**src/rtl/mvu_pe_acc_ctrl.sv**
```systemverilog
// mvu_pe_acc_ctrl -- accumulation controller for one matrix-vector PE.
//
// Accepts SIMD vectors into a free-running adder tree, tracks them with a
// valid shift register matching the tree latency, and folds SF partial sums
// into one output neuron. Finished neurons go through a small
// first-word-fall-through FIFO. Input acceptance is gated by credits, so a
// started neuron always has a FIFO slot waiting for it.
//
// Optional feature: define MVU_PE_ACC_SAT_EN to saturate an overflowing sum
// instead of wrapping it. The ovf flag is the same in both builds.
//
// Ports:
//   clock    : rising-edge clock
//   reset    : asynchronous, active-high reset
//   s_valid  : vector presented to the adder tree this cycle
//   s_ready  : vector accepted (beat fires on s_valid && s_ready)
//   in_psum  : adder-tree partial sum, two's complement, TDst_I bits
//   m_valid  : out_acc holds a finished neuron
//   m_ready  : downstream accepts (pop on m_valid && m_ready)
//   out_acc  : accumulated dot product, two's complement, TDst_O bits
//   ovf      : sticky signed-overflow flag
module mvu_pe_acc_ctrl #(
   parameter int SF        = 4,
   parameter int ADD_LAT   = 4,
   parameter int TDst_I    = 6,
   parameter int TDst_O    = 10,
   parameter int OUT_DEPTH = 2
) (
   input  logic              clock,
   input  logic              reset,
   input  logic              s_valid,
   output logic              s_ready,
   input  logic [TDst_I-1:0] in_psum,
   output logic              m_valid,
   input  logic              m_ready,
   output logic [TDst_O-1:0] out_acc,
   output logic              ovf
);

   localparam int FW = (SF > 1) ? $clog2(SF) : 1;
   localparam int PW = (OUT_DEPTH > 1) ? $clog2(OUT_DEPTH) : 1;
   localparam int CW = $clog2(OUT_DEPTH + 1);
   localparam logic [FW-1:0] FOLD_LAST = FW'(SF - 1);
   localparam logic [PW-1:0] PTR_LAST  = PW'(OUT_DEPTH - 1);
   localparam logic [CW-1:0] DEPTH_C   = CW'(OUT_DEPTH);

   logic [ADD_LAT-1:0] vld_pipe;
   logic [FW-1:0]      in_fold, out_fold;
   logic [CW-1:0]      credits, count;
   logic [PW-1:0]      wr_ptr, rd_ptr;
   logic [TDst_O-1:0]  acc;
   logic [TDst_O-1:0]  mem [OUT_DEPTH];

   logic              fire, take, pop, cap, wr, first, add_ovf;
   logic [TDst_O-1:0] ext, sum_raw, sum_sel, nxt;

   assign fire = s_valid && s_ready;
   assign take = fire && (in_fold == '0);   // first beat of a neuron claims a slot
   assign pop  = m_valid && m_ready;
   assign cap  = vld_pipe[ADD_LAT-1];       // psum of an accepted beat is on in_psum
   assign wr   = cap && (out_fold == FOLD_LAST);

   // A neuron in progress already owns its slot, so it never stalls mid-fold.
   assign s_ready = !reset && ((in_fold != '0) || (credits != '0));
   assign m_valid = (count != '0);
   assign out_acc = m_valid ? mem[rd_ptr] : '0;

   assign ext     = TDst_O'($signed(in_psum));
   assign sum_raw = acc + ext;
   assign first   = (out_fold == '0);
   // Same-sign operands producing a different-sign result.
   assign add_ovf = (acc[TDst_O-1] == ext[TDst_O-1]) &&
                    (sum_raw[TDst_O-1] != acc[TDst_O-1]);

`ifdef MVU_PE_ACC_SAT_EN
   localparam logic [TDst_O-1:0] ACC_MAX = {1'b0, {(TDst_O-1){1'b1}}};
   localparam logic [TDst_O-1:0] ACC_MIN = {1'b1, {(TDst_O-1){1'b0}}};
   assign sum_sel = add_ovf ? (acc[TDst_O-1] ? ACC_MIN : ACC_MAX) : sum_raw;
`else
   assign sum_sel = sum_raw;
`endif

   // First fold loads rather than adds; SF=1 therefore passes psums through.
   assign nxt = first ? ext : sum_sel;

   always_ff @(posedge clock or posedge reset) begin
      if (reset) begin
         vld_pipe <= '0;
         in_fold  <= '0;
         out_fold <= '0;
         acc      <= '0;
         wr_ptr   <= '0;
         rd_ptr   <= '0;
         count    <= '0;
         credits  <= DEPTH_C;
         ovf      <= 1'b0;
      end else begin
         vld_pipe[0] <= fire;
         for (int i = 1; i < ADD_LAT; i++) vld_pipe[i] <= vld_pipe[i-1];

         if (fire) in_fold <= (in_fold == FOLD_LAST) ? '0 : in_fold + 1'b1;

         // Take and return in the same cycle cancel out.
         credits <= credits - CW'(take) + CW'(pop);
         count   <= count + CW'(wr) - CW'(pop);

         if (pop) rd_ptr <= (rd_ptr == PTR_LAST) ? '0 : rd_ptr + 1'b1;
         if (wr)  wr_ptr <= (wr_ptr == PTR_LAST) ? '0 : wr_ptr + 1'b1;

         if (cap) begin
            acc      <= nxt;
            out_fold <= (out_fold == FOLD_LAST) ? '0 : out_fold + 1'b1;
            if (!first && add_ovf) ovf <= 1'b1;
         end
      end
   end

   // Storage needs no reset: contents are only visible while count != 0.
   always_ff @(posedge clock) begin
      if (wr) mem[wr_ptr] <= nxt;
   end

endmodule

```
**config.mk**
```make
export PLATFORM = sky130hd
export DESIGN_NAME = mvu_pe_acc_ctrl
export DESIGN_NICKNAME = d
export VERILOG_FILES = /design/src/rtl/mvu_pe_acc_ctrl.sv
export SDC_FILE = /design/constraint.sdc
export NUM_CORES = 1
export LEC_CHECK = 0
export CAP_MARGIN = 20
export CORE_UTILIZATION = 30
export CTS_BUF_LIST = sky130_fd_sc_hd__clkbuf_8
export DETAILED_ROUTE_END_ITERATION = 8
export DONT_BUFFER_PORTS = 1
export GPL_TIMING_DRIVEN = 0
export PLACE_DENSITY_LB_ADDON = 0.2
export REMOVE_ABC_BUFFERS = 1
export SLEW_MARGIN = 20
export SYNTH_ARGS = -nofsm -noshare
export SYNTH_HDL_FRONTEND = slang
export SYNTH_SLANG_ARGS = --single-unit
```
**constraint.sdc**
```tcl
create_clock -name clock -period 4.3 [get_ports clock]
set_clock_uncertainty 0.05 [all_clocks]
set_input_delay 0.86 -clock clock [delete_from_list [all_inputs] [get_ports clock]]
set_output_delay 0.86 -clock clock [all_outputs]
set_load 0.02 [all_outputs]
```
==> results of run 1 <==
==> layout make-up <==
class | instances | area [µm²]
clock buffers | 5 | 68.82
fillers | 741 | 4840
clock inverters | 3 | 37.54
flip-flops and latches | 45 | 1227
repair buffers | 1 | 27.53
multi-input cells | 140 | 1046
inverters | 10 | 37.54
well taps | 99 | 123.9
==> power by group <==
group	leakage [nW]	internal [mW]	switching, mW
registers	0.478	0.624	0.109
logic	0.545	0.347	0.488
clock network	0.0570	0.169	0.142
==> worst max-delay path by stage <==
stage                    start        end  slack, ps  depth (start not counted)
floorplan           in_psum[0]  mem[0][8]       1520                          8
global placement    in_psum[0]  mem[0][8]       1280                          8
detailed placement  in_psum[0]  mem[0][8]       1300                          8
CTS                 in_psum[0]  mem[1][8]       1610                          8
global route        in_psum[0]  mem[0][8]       1510                          8
finish              in_psum[0]  mem[1][8]       1590                          8
==> routing by layer <==
metal,vias up,GRT usage
met5,-,0
met4,0,0.04032
met3,6,0.03114
met2,25,0.1585
met1,638,0.1476
li1,711,-
==> worst max-delay path: stages <==
cell and delay [ps]:
ha_1 200, fa_1 410, a21o_1 190, a21oi_2 170, nor2b_1 100, o41ai_2 340, mux2i_1 290, nand2_1 130
==> registers in the layout, summed over array words and instances, names as in the netlist <==
register,count
mem,20
vld_pipe,4
rd_ptr,1
ovf,1
out_fold,2
acc,10
wr_ptr,1
credits,2
in_fold,2
count,2
==> cell usage in the layout (no fill, tap or decap), types with 2 or more instances in the layout <==
cell / n
and3_1: 2
mux2_2: 10
clkbuf_8: 5
a21o_1: 2
edfxtp_1: 20
o21ai_0: 11
nor2_1: 23
nor2b_1: 3
xnor2_1: 9
a31oi_1: 4
dfrtp_1: 24
o21a_1: 2
ha_1: 17
clkinv_1: 2
xor2_1: 2
nand2_1: 17
inv_1: 10
mux2i_1: 14
a21oi_2: 2
a21oi_1: 4
==> kinds of logic (layout without fill, tap and decap cells) <==
| logic type | count (synthesis) | after routing |
|---|---|---|
| muxes | 24 | 24 |
| adders and majority gates | 18 | 18 |
| xor gates and xnor gates | 11 | 11 |
| DFF | 45 | 45 |
| and+or+nand+nor | 55 | 55 |
| buffers and inverters | 17 | 19 |
| AOI/OAI and AO/OA | 32 | 32 |
==> reports/metrics.json, run 1 <==
{
  "synthesis": {
    "synth_top_cells_by_count": "24 x dfrtp_1, 23 x nor2_1, 20 x edfxtp_1",
    "synthArstFlopShare": 0.5556,
    "synth.top_cells.by_area": "dfrtp_1 25%, edfxtp_1 25%, ha_1 9.0%, mux2i_1 5.9%, mux2_2 4.8%",
    "synth_fa_ha_area_frac": 0.09867,
    "synth.ff_latch_count": 45,
    "combinational_family_with_the_most_area_after_synthesis": "multiplexers",
    "synthDistinctLibCells": 41,
    "yosys.area_share.simple": 0.1056,
    "synth.mux.area_fraction": 0.1072,
    "synth-compound-area-share": 0.09125,
    "avgSynthCellArea_um2": 11.68,
    "synth_area_leader_cell": "dfrtp_1",
    "portion_of_the_post_synthesis_area_used_by_sequential_elements": 0.5204,
    "synth_enable_flop_cells": 20,
    "synth_xor_area_frac": 0.04085,
    "syn_inst": 202,
    "syn-cell-area_um2": 2359,
    "ys_warn_count": 0,
    "yosys.area.top_type_share": 0.2546,
    "post-synth-top-count-cell": "dfrtp_1",
    "predominant_post_synthesis_flop_cell": "dfrtp_1"
  },
  "clocking": {
    "ctsResizeCount": 0,
    "cts_hold_buffers": 0,
    "maximum_level_of_the_cts_h_tree": 2,
    "cts_inserted_buffers": 5,
    "cts_tree": "built",
    "cts.root.buffer_cell": "clkbuf_8",
    "cts_buffer_depth": 2,
    "path_clk_slew_ps": 80,
    "clock_sinks": 45,
    "postCtsSetupRepairBufs": 0,
    "clk-insertion-delay-late_ps": 300
  },
  "global_route": {
    "globalRouteTotalUtil": 0.1072,
    "grt_first_pass_wirelength_um": 6810,
    "grt_antenna_before_repair": 0,
    "grt_start_max_net_pins": 26,
    "grt_overflow_total": 0,
    "via_count_of_the_first_global_routing_pass": 1380
  },
  "timing": {
    "holdWs_ps": 301.6,
    "rsz0062_at_grt": "no",
    "postLayoutSetupSlackWorst_ps": 1593,
    "setup_viol": 0,
    "slew_of_the_pin_with_the_lowest_slew_margin_ps": 845.3,
    "finalMaxSlewViolations": 0,
    "maxClockFrequency_ghz": 0.3694,
    "summed_negative_setup_slack_over_all_endpoints_ps": 0,
    "timing.slew.headroom": 0.4344,
    "timing.final.hold_violations": 0,
    "post-route-min-period_ps": 2707,
    "final_min_period_over_clock_period": 0.6295
  },
  "job": {
    "drv_cap": 0
  },
  "power": {
    "total_power_mw": 1.879,
    "cellPowerDensity_nw_per_um2": 731.4,
    "ir_drop_mv": 0.2099,
    "leakagePower_nw": 1.080
  },
  "place": {
    "dp_cells": 294,
    "dp.final_hpwl_um": 2827,
    "post-place-ws_ps": 1298,
    "place_area_um2": 2435,
    "gpl_wtd_cong": 0.7405,
    "buffer_ports.inserted": 0
  },
  "min_path": {
    "hp-start": "vld_pipe[2]",
    "timing.hold.worst_endpoint": "vld_pipe[3]",
    "whs_path_depth": 0,
    "hold_path.class": "reg -> reg"
  },
  "die": {
    "die_h_um": 90.67,
    "num_io_pins": 23,
    "floorplan.initialDensity": 0.3184,
    "die_extent_in_x_um": 90.67,
    "fp.coreArea_um2": 7408,
    "die-area_um2": 8220,
    "num_rows": 31
  },
  "setup_path": {
    "worstPathArrival_ps": 2690,
    "path_class": "in -> reg",
    "ff_to_ff_start": "acc[0]",
    "timing.reg2reg.setup_slack_ps": 1760,
    "timing.critical_path.required_ps": 4280,
    "end_kind": "register",
    "worstRegToRegCells": 8,
    "worst-path-max-fanout": 2,
    "cp-start-kind": "input pin",
    "worstReg2RegEnd": "mem[1][8]"
  },
  "routing": {
    "ant_nets": 0,
    "routed_via_density": 4.554,
    "initialDrtViolationCount": 33,
    "first_pass_iters": 4,
    "vias": 1380,
    "routedWlPerCell_um": 13.21,
    "wl_met1_um": 2060,
    "top_layer_used": "met4",
    "detailroute.wirelength.met2_um": 1694,
    "wl_um": 4002,
    "drcViolationCount": 0,
    "met3_wirelength_um": 180
  },
  "layout": {
    "insertedDiodeCount": 0,
    "layout-drive-gt1-share": 0.1176,
    "layout.core_utilization": 0.3467,
    "post-route-cell-area_um2": 2569,
    "area.growth.synth_to_final_pct": 8.912,
    "nNetsFinal": 231,
    "layout.cells.non_filler": 303
  },
  "status": {
    "run_status": "finished, final reports clean"
  }
}
No activity file was read; power rests on OpenSTA's default activity.
==> run 2, diff against run 1 <==
Clock period 4.3 ns to 2.19 ns, I/O delays scaled along.
==> run 2 against run 1 <==
Against the previous run: the flow now finishes with violations (negative setup slack); via count is 5.1% higher; utilization is 2.6 points higher; critical path type is now reg -> reg; first-iteration DRC count is 58% higher; sequential power is 99% higher; critical path depth stayed put; design area is 7.5% higher; die area stayed put; setup slack worse by 1700 ps; sequential cell count stayed put; critical endpoint is now mem[0][8]; largest power group unchanged; register-to-register slack worse by 1900 ps.
==> reports/metrics.json, run 2 (synthesized netlist as in run 1, its figures left out) <==
{
  "layout": {
    "largest-register": "mem",
    "layout.core_utilization": 0.3727,
    "largest_register_ffs": 20,
    "area.growth.synth_to_final_pct": 17.08,
    "leading_registers_by_flop_count": "mem (20), acc (10), vld_pipe (4)",
    "layout.cells.most_common_list": "23 x dfrtp_1, 21 x nor2_1, 20 x edfxtp_1",
    "most_common_library_cell_in_the_layout_ignoring_fill_and_taps": "dfrtp_1",
    "insertedDiodeCount": 0,
    "post-route-cell-area_um2": 2761,
    "layout-drive-gt1-share": 0.2347,
    "nNetsFinal": 240
  },
  "timing": {
    "final_min_period_over_clock_period": 1.060,
    "postLayoutSetupSlackWorst_ps": -132.3,
    "post-route-min-period_ps": 2322,
    "timing.final.hold_violations": 0,
    "slew_of_the_pin_with_the_lowest_slew_margin_ps": 608.7,
    "setup_viol": 7,
    "rsz0062_at_grt": "yes",
    "finalMaxSlewViolations": 0,
    "timing.slew.headroom": 0.5942,
    "maxClockFrequency_ghz": 0.4306
  },
  "die": {
    "die_h_um": 90.67,
    "die-area_um2": 8220,
    "floorplan.initialDensity": 0.3184,
    "num_rows": 31,
    "die_extent_in_x_um": 90.67,
    "fp.coreArea_um2": 7408,
    "num_io_pins": 23
  },
  "clocking": {
    "cts_buffer_depth": 2,
    "maximum_level_of_the_cts_h_tree": 2,
    "clk-insertion-delay-late_ps": 300,
    "cts.root.buffer_cell": "clkbuf_8",
    "cts_inserted_buffers": 5,
    "clock_sinks": 45,
    "cts_tree": "built",
    "path_clk_slew_ps": 90
  },
  "min_path": {
    "whs_path_depth": 1,
    "hold_path.class": "in -> reg",
    "timing.hold.worst_endpoint": "acc[9]",
    "hp-start": "in_psum[5]"
  },
  "routing": {
    "initialDrtViolationCount": 52,
    "routedWlPerCell_um": 13.42,
    "vias": 1450,
    "wl_um": 4188,
    "drcViolationCount": 0,
    "first_pass_iters": 4,
    "routed_via_density": 4.647,
    "ant_nets": 0
  },
  "global_route": {
    "via_count_of_the_first_global_routing_pass": 1391,
    "globalRouteTotalUtil": 0.1089,
    "grt_overflow_total": 0,
    "grt_start_max_net_pins": 26,
    "grt_antenna_before_repair": 0,
    "grt_first_pass_wirelength_um": 6906
  },
  "setup_path": {
    "ff_to_ff_start": "acc[0]",
    "worstRegToRegCells": 8,
    "timing.reg2reg.setup_slack_ps": -130,
    "worstPathArrival_ps": 2310,
    "worstReg2RegEnd": "mem[0][8]",
    "worst-path-max-fanout": 2,
    "path_class": "reg -> reg",
    "end_kind": "register",
    "cp-start-kind": "register",
    "critPathTopFamily": "compound AO/OA/AOI/OAI gates",
    "timing.critical_path.required_ps": 2180,
    "critPathSlowestCell": "dfrtp_1",
    "timing.critical_path.slowest_cell_delay_ps": 420,
    "crit_path_cell_chain": "ha_4, fa_2, a21o_1, a21oi_2, nor2b_2, o41ai_2, mux2i_1, nand2_1",
    "critical_path.n_buffers_inverters": 0
  },
  "power": {
    "ir_drop_mv": 0.4561,
    "total_power_mw": 4.032,
    "cellPowerDensity_nw_per_um2": 1460,
    "leakagePower_nw": 1.140
  },
  "status": {
    "failed_checks": "negative setup slack",
    "run_status": "finished, violations left"
  },
  "place": {
    "post-place-ws_ps": -390.5,
    "place_area_um2": 2435,
    "gpl_wtd_cong": 0.7405,
    "dp.final_hpwl_um": 2827,
    "buffer_ports.inserted": 0
  },
  "job": {
    "drv_cap": 0
  }
}
run 2: cell types whose count changed in the layout (fill, tap and decap cells not counted), sizes merged:
cell,delta
buf,+8
dlygate4sd3,+1
run 2: where the power goes:
group	switching, mW	internal, mW	leakage [nW]	total, mW
registers	0.236	1.22	0.477	1.46
clock network	0.281	0.332	0.0570	0.614
logic	1.05	0.904	0.606	1.96
total	1.57	2.46	1.14	4.03
run 2: worst max-delay path by stage:
stage | start | endpoint | slack [ps] | cells after the start
5_1_grt | acc[0] | mem[0][8] | -220 | 8
4_1_cts | acc[0] | mem[1][8] | -120 | 8
6_report | acc[0] | mem[0][8] | -130 | 8
3_5_place_dp | in_psum[0] | mem[0][8] | -390 | 8
3_3_place_gp | in_psum[0] | mem[1][8] | -400 | 8
2_1_floorplan | in_psum[0] | mem[0][8] | -170 | 8
run 2: cell type report:
cell class              count  area, µm²
fillers                   718       4647
flip-flops and latches     45       1229
multi-input cells         140       1160
well taps                  99      123.9
repair buffers             10      105.1
clock buffers               5      68.82
clock inverters             3      37.54
inverters                  10      37.54
run 2: metrics by stage:
step | std cells | TNS (ps) | hold WS [ps]
2_1_floorplan | 195 | -443.1 | 281.2
3_3_place_gp | 294 | -3234 | 285.2
3_5_place_dp | 294 | -3504 | 286.5
4_1_cts | 305 | -486.2 | 178.5
5_1_grt | 312 | -1495 | 194.3
6_report | 312 | -671.2 | 194.0
run 2: repair_timing:
item	CTS	global route
pin swaps	4	13
cloned	0	0
resized for setup	10	18
endpoints found under the setup margin	24	16
setup buffers	3	6
hold endpoints to repair	0	8
hold buffers	0	1
run 2: per-layer routing:
layer	track usage	vias up	part of all wire
li1	-	732	-
met1	0.1503	686	0.50
met2	0.1610	26	0.44
met3	0.03114	6	0.043
met4	0.04032	0	0.016
met5	0	-	0
==> run 3, diff against run 2 <==
Settings changed: PLACE_DENSITY_LB_ADDON 0.2 to not set.
==> run 3 against run 2 <==
Against the previous run: the flow still finishes with violations (negative setup slack); sequential cell count unchanged; critical path type unchanged; highest routed layer unchanged; combinational power is 5% lower; routed wire length down 5.3%; critical path depth unchanged.
==> reports/metrics.json, run 3 (synthesized netlist as in run 1, its figures left out) <==
{
  "min_path": {
    "hold_path.class": "in -> async"
  },
  "timing": {
    "post-route-min-period_ps": 2248,
    "final_min_period_over_clock_period": 1.026,
    "slew_of_the_pin_with_the_lowest_slew_margin_ps": 897.2,
    "postLayoutSetupSlackWorst_ps": -57.58,
    "timing.slew.headroom": 0.3982,
    "holdWs_ps": 61.19,
    "setup_viol": 6,
    "timing.final.hold_violations": 0,
    "rsz0062_at_grt": "yes",
    "maxClockFrequency_ghz": 0.4449,
    "finalMaxSlewViolations": 0
  },
  "die": {
    "fp.coreArea_um2": 7408,
    "die_extent_in_x_um": 90.67,
    "floorplan.initialDensity": 0.3184,
    "num_rows": 31,
    "die_h_um": 90.67,
    "die-area_um2": 8220,
    "num_io_pins": 23
  },
  "routing": {
    "ant_nets": 0,
    "drcViolationCount": 0,
    "routedWlPerCell_um": 12.80,
    "vias": 1419,
    "wl_um": 3968,
    "routed_via_density": 4.577,
    "initialDrtViolationCount": 49,
    "first_pass_iters": 4
  },
  "layout": {
    "largest-register": "mem",
    "insertedDiodeCount": 0,
    "layout.core_utilization": 0.3629,
    "nNetsFinal": 238,
    "area.growth.synth_to_final_pct": 14.01,
    "layout.cells.most_common_list": "23 x dfrtp_1, 21 x nor2_1, 20 x edfxtp_1",
    "largest_register_ffs": 20,
    "post-route-cell-area_um2": 2689,
    "leading_registers_by_flop_count": "mem (20), acc (10), vld_pipe (4)",
    "most_common_library_cell_in_the_layout_ignoring_fill_and_taps": "dfrtp_1",
    "layout-drive-gt1-share": 0.2370
  },
  "power": {
    "pwr-share-seq": 0.374,
    "ir_drop_mv": 0.3701,
    "switching_share": 0.3826,
    "p_int_mw": 2.413,
    "clockPowerShare": 0.150,
    "total_switching_power_mw": 1.495,
    "comb_power_share": 0.476,
    "cellPowerDensity_nw_per_um2": 1454,
    "leakagePower_nw": 1.117
  },
  "place": {
    "post-place-ws_ps": -368.2,
    "gpl_wtd_cong": 0.7509,
    "place_area_um2": 2435,
    "dp.final_hpwl_um": 2808,
    "buffer_ports.inserted": 0
  },
  "setup_path": {
    "timing.critical_path.slowest_cell_delay_ps": 400,
    "critical_path.n_buffers_inverters": 0,
    "critPathTopFamily": "compound AO/OA/AOI/OAI gates",
    "critPathSlowestCell": "dfrtp_1",
    "end_kind": "register",
    "timing.reg2reg.setup_slack_ps": -60,
    "worstPathArrival_ps": 2230,
    "path_class": "reg -> reg",
    "crit_path_cell_chain": "ha_2, fa_2, a21o_1, a21oi_2, nor2b_2, o41ai_2, mux2i_1, nand2_1",
    "worst-path-max-fanout": 2,
    "timing.critical_path.required_ps": 2180,
    "cp-start-kind": "register"
  },
  "clocking": {
    "clock_sinks": 45,
    "cts_buffer_depth": 2,
    "cts_inserted_buffers": 5,
    "path_clk_slew_ps": 80,
    "clk-insertion-delay-late_ps": 290,
    "cts.root.buffer_cell": "clkbuf_8",
    "cts_tree": "built",
    "maximum_level_of_the_cts_h_tree": 2
  },
  "status": {
    "failed_checks": "negative setup slack",
    "run_status": "finished, violations left"
  },
  "global_route": {
    "grt_start_max_net_pins": 26,
    "grt_antenna_before_repair": 0,
    "grt_overflow_total": 0,
    "via_count_of_the_first_global_routing_pass": 1398,
    "grt_first_pass_wirelength_um": 6858,
    "globalRouteTotalUtil": 0.1047
  },
  "job": {
    "drv_cap": 0
  }
}
-- run 3: cell count changes in the layout (fill, tap and decap cells not counted), sizes merged --
cell,change
buf,-1
dlygate4sd3,-1
-- run 3: power groups by stage --
stage | clock network [mW] | logic [mW] | registers (mW)
floorplan | 0 | 1.36 | 1.40
global placement | 0 | 1.58 | 1.45
detailed placement | 0 | 1.64 | 1.46
CTS | 0.615 | 1.77 | 1.46
global route | 0.651 | 2.08 | 1.50
finish | 0.588 | 1.86 | 1.46
-- run 3: worst register-to-register path, stage by stage, from the launching register on --
cell	delay, ps
dfrtp_1	400
ha_2	190
fa_2	340
a21o_1	170
a21oi_2	160
nor2b_2	70
o41ai_2	250
mux2i_1	280
nand2_1	90
-- run 3: per-layer routing --
metal / track usage / wire length, µm
met3: 0.02946 / 172
met1: 0.1327 / 1863
met2: 0.1686 / 1864
met4: 0.04032 / 68
met5: 0 / 0
-- run 3: area by class of cell --
cell class	instances	area [µm²]
fill	694	4720
timing repair buffer	8	60.06
clock buffer	5	68.82
clock inverter	3	38.79
multi-input combinational	140	1131
inverter	10	37.54
sequential	45	1229
tap	99	123.9
-- run 3: path summary, 6_finish.rpt --
kind / depth (start not counted) / from / endpoint
min reg2reg: 0 / vld_pipe[2] / vld_pipe[3]
max: 8 / acc[0] / mem[1][8]
min in group clock: 1 / in_psum[5] / acc[9]
min: 1 / reset / count[1]
max in group asynchronous: 1 / reset / acc[1]
max reg2reg: 8 / acc[0] / mem[1][8]
-- run 3: stage by stage --
step	power [mW]	TNS (ps)	instances
after global routing	4.229	-1008	310
after detailed placement	3.094	-2986	294
after global placement	3.026	-2345	294
after floorplan	2.758	-443.1	195
final	3.908	-211.2	310
after CTS	3.841	-241.3	307
-- run 3: timing repair --
action	in CTS	in global routing
gates cloned	0	0
hold buffers	0	0
setup buffers	5	3
pin swaps	4	11
resized for setup	13	9
endpoints found under the setup margin	24	14
